## src/rtl/jk_drive_sequencer.sv

```systemverilog
// rtl/jk_drive_sequencer.sv - queued set/clear/toggle/hold driver for a JK element with a cycle-exact q model
module jk_drive_sequencer #(
  parameter int DEPTH   = 4,
  parameter int DWELL_W = 4
) (
  input  logic                     clk,
  input  logic                     reset,
  input  logic                     cmd_valid,
  output logic                     cmd_ready,
  input  logic [1:0]               cmd_op,
  input  logic [DWELL_W-1:0]       cmd_dwell,
  output logic                     j,
  output logic                     k,
  input  logic                     q_fb,
  input  logic                     check_en,
  output logic                     q_model,
  output logic                     mismatch,
  output logic                     busy,
  output logic [$clog2(DEPTH):0]   fifo_count
);

  localparam int AW = $clog2(DEPTH);
  localparam int CW = AW + 1;

  typedef enum logic {IDLE, DRIVE} state_t;

  state_t               state;
  logic [1:0]           op_mem    [DEPTH];
  logic [DWELL_W-1:0]   dwell_mem [DEPTH];
  logic [AW-1:0]        wr_ptr;
  logic [AW-1:0]        rd_ptr;
  logic [DWELL_W-1:0]   dwl;
  logic                 have_cmd;
  logic                 push;
  logic                 pop;

  // Readiness looks only at the registered count, so a full FIFO refuses even when a pop coincides.
  assign cmd_ready = !reset && (fifo_count < CW'(DEPTH));
  assign push      = cmd_valid && cmd_ready;
  assign have_cmd  = (fifo_count != '0);
  assign pop       = have_cmd && ((state == IDLE) || (dwl == '0));
  assign busy      = (state == DRIVE) || have_cmd;

  always_ff @(posedge clk) begin
    if (reset) begin
      wr_ptr     <= '0;
      rd_ptr     <= '0;
      fifo_count <= '0;
    end else begin
      if (push) begin
        op_mem[wr_ptr]    <= cmd_op;
        dwell_mem[wr_ptr] <= cmd_dwell;
        wr_ptr            <= wr_ptr + AW'(1);
      end
      if (pop) begin
        rd_ptr <= rd_ptr + AW'(1);
      end
      case ({push, pop})
        2'b10:   fifo_count <= fifo_count + CW'(1);
        2'b01:   fifo_count <= fifo_count - CW'(1);
        default: fifo_count <= fifo_count;
      endcase
    end
  end

  always_ff @(posedge clk) begin
    if (reset) begin
      state    <= IDLE;
      j        <= 1'b0;
      k        <= 1'b0;
      dwl      <= '0;
      q_model  <= 1'b0;
      mismatch <= 1'b0;
    end else begin
      // q_model follows the same registered j/k the real element sees, so both change on the same edge.
      case ({j, k})
        2'b01:   q_model <= 1'b0;
        2'b10:   q_model <= 1'b1;
        2'b11:   q_model <= ~q_model;
        default: q_model <= q_model;
      endcase

      if (check_en && (q_fb != q_model)) begin
        mismatch <= 1'b1;
      end

      case (state)
        IDLE: begin
          if (pop) begin
            {j, k} <= op_mem[rd_ptr];
            dwl    <= dwell_mem[rd_ptr];
            state  <= DRIVE;
          end
        end
        DRIVE: begin
          if (dwl != '0) begin
            dwl <= dwl - DWELL_W'(1);
          end else if (pop) begin
            {j, k} <= op_mem[rd_ptr];
            dwl    <= dwell_mem[rd_ptr];
          end else begin
            {j, k} <= 2'b00;
            state  <= IDLE;
          end
        end
        default: state <= IDLE;
      endcase
    end
  end

endmodule

```

## config.mk

```make
export PLATFORM = sky130hd
export DESIGN_NAME = jk_drive_sequencer
export DESIGN_NICKNAME = d
export VERILOG_FILES = /design/src/rtl/jk_drive_sequencer.sv
export SDC_FILE = /design/constraint.sdc
export NUM_CORES = 1
export LEC_CHECK = 0
export CAP_MARGIN = 30
export CORE_ASPECT_RATIO = 0.75
export CORE_UTILIZATION = 35
export CTS_CLUSTER_DIAMETER = 80
export DETAILED_ROUTE_END_ITERATION = 12
export PLACE_DENSITY = 0.58
export SYNTH_ARGS = -nofsm -noshare
export SYNTH_HDL_FRONTEND = slang
export SYNTH_SLANG_ARGS = --single-unit
```

## constraint.sdc

```tcl
create_clock -name clk -period 2.7 [get_ports clk]
set_input_delay 0.54 -clock clk [delete_from_list [all_inputs] [get_ports clk]]
set_output_delay 0.54 -clock clk [all_outputs]
set_load 0.01 [all_outputs]
```

# Word-level counts from Yosys, hierarchy flattened
# Memory sizes are Yosys's and may differ from the RTL's. A register that Yosys moved wholly into a read port is not among the register bits.
# Cells that the tools add are included.
[totals]
regBits = 16
latchBits = 0
mem_bits_rw = 24
romBits = 0
input_bits = 11
out_inout_bits = 9
elab_cells = 63
memories = 2
[op_classes]
addsub = 5
multipliers = 0
div_mod_pow = 0
n_lt_le_gt_ge = 1
eq_ne = 8
shifts = 0
mux = 23
bitwise_logic = 2
reduce_logical = 13
[mem_list]
columns = ["memory", "depth", "width", "rd", "rd_clocked_by_memory_dff", "wr", "line_no", "rtl"]
rows = [
  ["dwell_mem", 4, 4, 1, 1, 1, "29", "logic [DWELL_W-1:0] dwell_mem [DEPTH];"],
  ["op_mem", 4, 2, 1, 1, 1, "28", "logic [1:0] op_mem [DEPTH];"],
]
[op_table]
columns = ["op", "count"]
rows = [
  ["$mux 1", 11],
  ["$mux 2", 4],
  ["$mux 4", 2],
  ["$pmux 4 s2", 1],
  ["$eq 2x2->1 const B", 3],
  ["$pmux 1 s2", 3],
  ["$pmux 3 s2", 1],
  ["$reduce_bool 3->1", 2],
  ["$add 2x1->2 const B", 2],
  ["$eq 2x1->1 const B", 2],
  ["$logic_and 1x1->1", 4],
  ["$logic_not 4->1", 1],
  ["$ne 2x2->1 const B", 2],
  ["$reduce_bool 4->1", 1],
  ["$sub 4x1->4 const B", 1],
  ["$add 3x1->3 const B", 1],
  ["$lt 3x3->1 const B", 1],
  ["$pmux 1 s3", 1],
  ["$sub 3x1->3 const B", 1],
  ["$logic_or 1x1->1", 2],
  ["$not 1->1", 2],
  ["$reduce_and 2->1", 1],
  ["$reduce_bool 2->1", 1],
  ["$logic_not 1->1", 1],
  ["$ne 1x1->1", 1],
]

# Logic depth before layout (Yosys ltp)
[logic_depth]
word_depth = 6
ltp_mapped = 9
ltp_nobuf = 9

# Least setup slack after synthesis
# Ideal clock, no wire load.
[synth_path]
path_type = "input to register"
start = "in reset"
end = "reg fifo_count[2]"
setup_ps = 70
arrival_time_ps = 2438
required_time_ps = 2630
path_slack_ps = 191
cell_stages = 9
path_buffers = 1
path_cell_list = "clkbuf_1 nor2_1 and2_1 inv_1 ha_1 fa_1 xnor2_1 or3_1 a21oi_1"
[synth_between]
elab_chain_cells = 5
word_cells_on_any_way = 7
classes_between = "2 x eq/ne; 1 x mux; 4 x reduce/logical"
[synth_lines]
columns = ["item", "line_no", "rtl"]
rows = [
  ["start, declared", "7", "input logic reset,"],
  ["$logic_not 1->1 (*)", "38", "assign cmd_ready = !reset && (fifo_count < CW'(DEPTH));"],
  ["$logic_and 1x1->1 (*)", "38", ""],
  ["named net cmd_ready", "9", "output logic cmd_ready,"],
  ["$logic_and 1x1->1 (*)", "39", "assign push = cmd_valid && cmd_ready;"],
  ["$eq 2x1->1 or $eq 2x2->1 (tied branches)", "58", "case ({push, pop})"],
  ["$pmux 3 s2 or $reduce_bool 2->1 (tied branches)", "-", ""],
  ["end signal, assigned", "59", "2'b10: fifo_count <= fifo_count + CW'(1);"],
  ["end signal, assigned", "60", "2'b01: fifo_count <= fifo_count - CW'(1);"],
  ["end signal, assigned", "61", "default: fifo_count <= fifo_count;"],
  ["end, declared", "19", "output logic [$clog2(DEPTH):0] fifo_count"],
]
# The timed path passes the listed nets; every way through them passes the cells marked *.
# A chain may end at the register's enable or synchronous reset.

# Worst setup path in the final report
[layout_path]
start = "reg fifo_count[2]"
end = "out busy"
[layout_between]
elab_chain_cells = 2
[layout_lines]
columns = ["item", "line_no", "rtl"]
rows = [
  ["$reduce_bool 3->1", "40", "assign have_cmd = (fifo_count != '0);"],
  ["$logic_or 1x1->1", "42", "assign busy = (state == DRIVE) || have_cmd;"],
  ["end, declared", "18", "output logic busy,"],
]
# No other way between the ends.

==> results.json <==
{
  "numPortBuffers": 19,
  "numClockSinks": 42,
  "overflow": 0,
  "async_flop_share_pct": 0,
  "critPathRequiredTime_ps": 2160,
  "r2r_cells": 9,
  "setup_viol_count_final": 0,
  "grtUsageTotal_pct": 12.8,
  "p_leak_uw": 0.000744,
  "finalCritPeriodShare_pct": 87.7,
  "worstSetupEndpoint": "busy",
  "tightest_slew_ps": 519,
  "worstSetupStartpointType": "flip-flop",
  "seq_area_frac_synth_pct": 61.7,
  "cp-end-kind": "output pin",
  "postSynthAreaPerCell_um2": 13.9,
  "ir_drop_uv": 448,
  "yosys_warnings": 0,
  "ys_seq_elements": 42,
  "area_growth_pct": 20.1,
  "rrSetupSlack_ps": 350,
  "gp_congestion": 0.687,
  "setup_tns_ps": 0,
  "cts_tree": "yes",
  "synth_most_common_cell": "edfxtp_1",
  "clockRootBuffer": "clkbuf_8",
  "ios": 20,
  "drtIter0Drc": 22,
  "yosysTopAreaCellShare_pct": 41.1,
  "clock-skew-final_ps": 3.69,
  "max-cap-violations": 0,
  "synth_edf_count": 24,
  "core_area_um2": 4620,
  "fp-row-count": 21,
  "grt_max_degree": 18,
  "cts_buffers": 5,
  "r2r_start": "dwl[0]$_SDFF_PP0_",
  "postSynthCellCount": 126,
  "relSlewSlack_pct": 65.2,
  "hold_violations": 0,
  "netlist_area_um2": 1750,
  "postCtsHoldBufs": 0,
  "wl_um": 2990,
  "slew_violations": 0,
  "clock_latency_ps": 280,
  "r2r-end": "fifo_count[2]$_SDFFE_PP0P_",
  "via_per_inst": 4.89,
  "grt_pass1_wl_um": 5170,
  "yosys.area.top_type": "edfxtp_1",
  "hold_path.class": "reg2reg",
  "crit_fanout": 6,
  "grt_pass1_vias": 1090,
  "netlist-cell-type-count": 33,
  "synth.net_count": 144,
  "synthTopCellsByCount": "24 x edfxtp_1, 18 x dfxtp_1, 11 x nor2_1",
  "start_util_pct": 37.9,
  "drive_gt1_share_pct": 15.9,
  "critical_path_arrival_ps": 1830,
  "die-area_um2": 5300,
  "final_nets": 168,
  "clk_path_buf_depth": 2,
  "timing.hold.ws_ps": 480,
  "rsz0062_at_grt": "no",
  "post_cts_buffers": 0,
  "power_density_nw_per_um2": 1040,
  "dp_hpwl_um": 2150,
  "synth_flop_cell": "edfxtp_1",
  "drcViolationCount": 0,
  "ant_nets": 0,
  "num_vias": 1018,
  "antenna_found_initial": 0,
  "die_width_um": 83.7,
  "crit_type": "reg2out",
  "cts_max_level": 2,
  "post_cts_resized": 0,
  "min_period_ps": 2370,
  "cts.reportedPaths.clkPinSlew_ps": 80,
  "fmax_mhz": 422,
  "n_antenna_cell": 0,
  "dr.pass1.iters": 2,
  "yosys-top-cells-area": "edfxtp_1 41%, dfxtp_1 21%, mux4_2 7.7%",
  "chipHeight_um": 63.3,
  "startpoint": "fifo_count[2]$_SDFFE_PP0P_",
  "wl_per_cell_um": 14.4,
  "status": "complete, no violations"
}
==> cell families after synthesis <==
group / after synthesis / synth area share, %
flops: 42 / 61.7
simple gates: 27 / 7.99
buf+inv: 13 / 3.28
mux: 9 / 9.42
fa+ha+maj: 7 / 5.42
compound gates: 21 / 8.71
xor+xnor: 7 / 3.50
==> stage by stage <==
stage | power (uW) | util [%] | cell area, um^2 | worst slack [ps] | instances
2_1_floorplan | 1550 | - | 1750 | 191 | 126
3_3_place_gp | 1770 | 43.5 | 2010 | 194 | 200
3_5_place_dp | 1800 | 43.5 | 2010 | 135 | 200
4_1_cts | 2210 | 45.5 | 2100 | 315 | 208
5_1_grt | 2360 | 45.5 | 2100 | 201 | 208
6_report | 2190 | 45.5 | 2100 | 332 | 208
==> flip-flops by register name (all words and copies together) (netlist names), named ones only <==
register	flops
dwell_mem	16
op_mem	8
dwl	4
fifo_count	3
rd_ptr	2
wr_ptr	2
j	1
k	1
mismatch	1
q_model	1
state	1
==> metal layers <==
layer	up-vias	GRT usage [%]	routed length (um)
li1	504	-	-
met3	2	4.19	126
met2	19	20.6	1380
met1	493	16.5	1460
met5	-	0	0
met4	0	3.81	18
==> where the power goes <==
part / total (uW) / switching (uW) / internal, uW / leakage [uW]
clock network: 410 / 205 / 205 / 0.0000472
registers: 932 / 139 / 794 / 0.000366
logic: 843 / 402 / 441 / 0.000331
==> critical path: stages, from the launching register on <==
cell and delay (ps):
dfxtp_1 370, or3_1 440, nor2_1 210, inv_1 60
clkdlybuf4s50_1 470
==> final cells by class <==
| cell class | instances | area (um^2) |
|---|---|---|
| inverter | 8 | 30.0 |
| clock inverter | 2 | 12.5 |
| timing repair buffer | 22 | 213 |
| clock buffer | 6 | 82.6 |
| multi-input combinational | 71 | 614 |
| tap | 57 | 71.3 |
| fill | 426 | 2520 |
| sequential | 42 | 1080 |
==> layout by cell type, fill, tap and decap left out, types with 3 or more instances in the layout <==
cell	instances
inv_1	8
nor2_1	11
edfxtp_1	24
ha_1	6
clkdlybuf4s50_1	19
and3_1	4
mux2i_1	3
buf_4	3
dfxtp_1	18
mux4_2	6
a21oi_1	9
clkbuf_8	6
xnor2_1	5
nand2_1	5
==> worst min path at each step <==
| stage | from | cells past startpoint | endpoint | slack, ps |
|---|---|---|---|---|
| 2_1_floorplan | dwl[3]$_SDFF_PP0_ | 2 | dwl[3]$_SDFF_PP0_ | 480 |
| 3_3_place_gp | mismatch$_SDFFE_PP0P_ | 2 | mismatch$_SDFFE_PP0P_ | 450 |
| 3_5_place_dp | mismatch$_SDFFE_PP0P_ | 2 | mismatch$_SDFFE_PP0P_ | 480 |
| 4_1_cts | mismatch$_SDFFE_PP0P_ | 2 | mismatch$_SDFFE_PP0P_ | 490 |
| 5_1_grt | k$_SDFFE_PP0P_ | 2 | k$_SDFFE_PP0P_ | 540 |
| 6_report | mismatch$_SDFFE_PP0P_ | 2 | mismatch$_SDFFE_PP0P_ | 480 |
No activity file was read; power rests on OpenSTA's default activity.
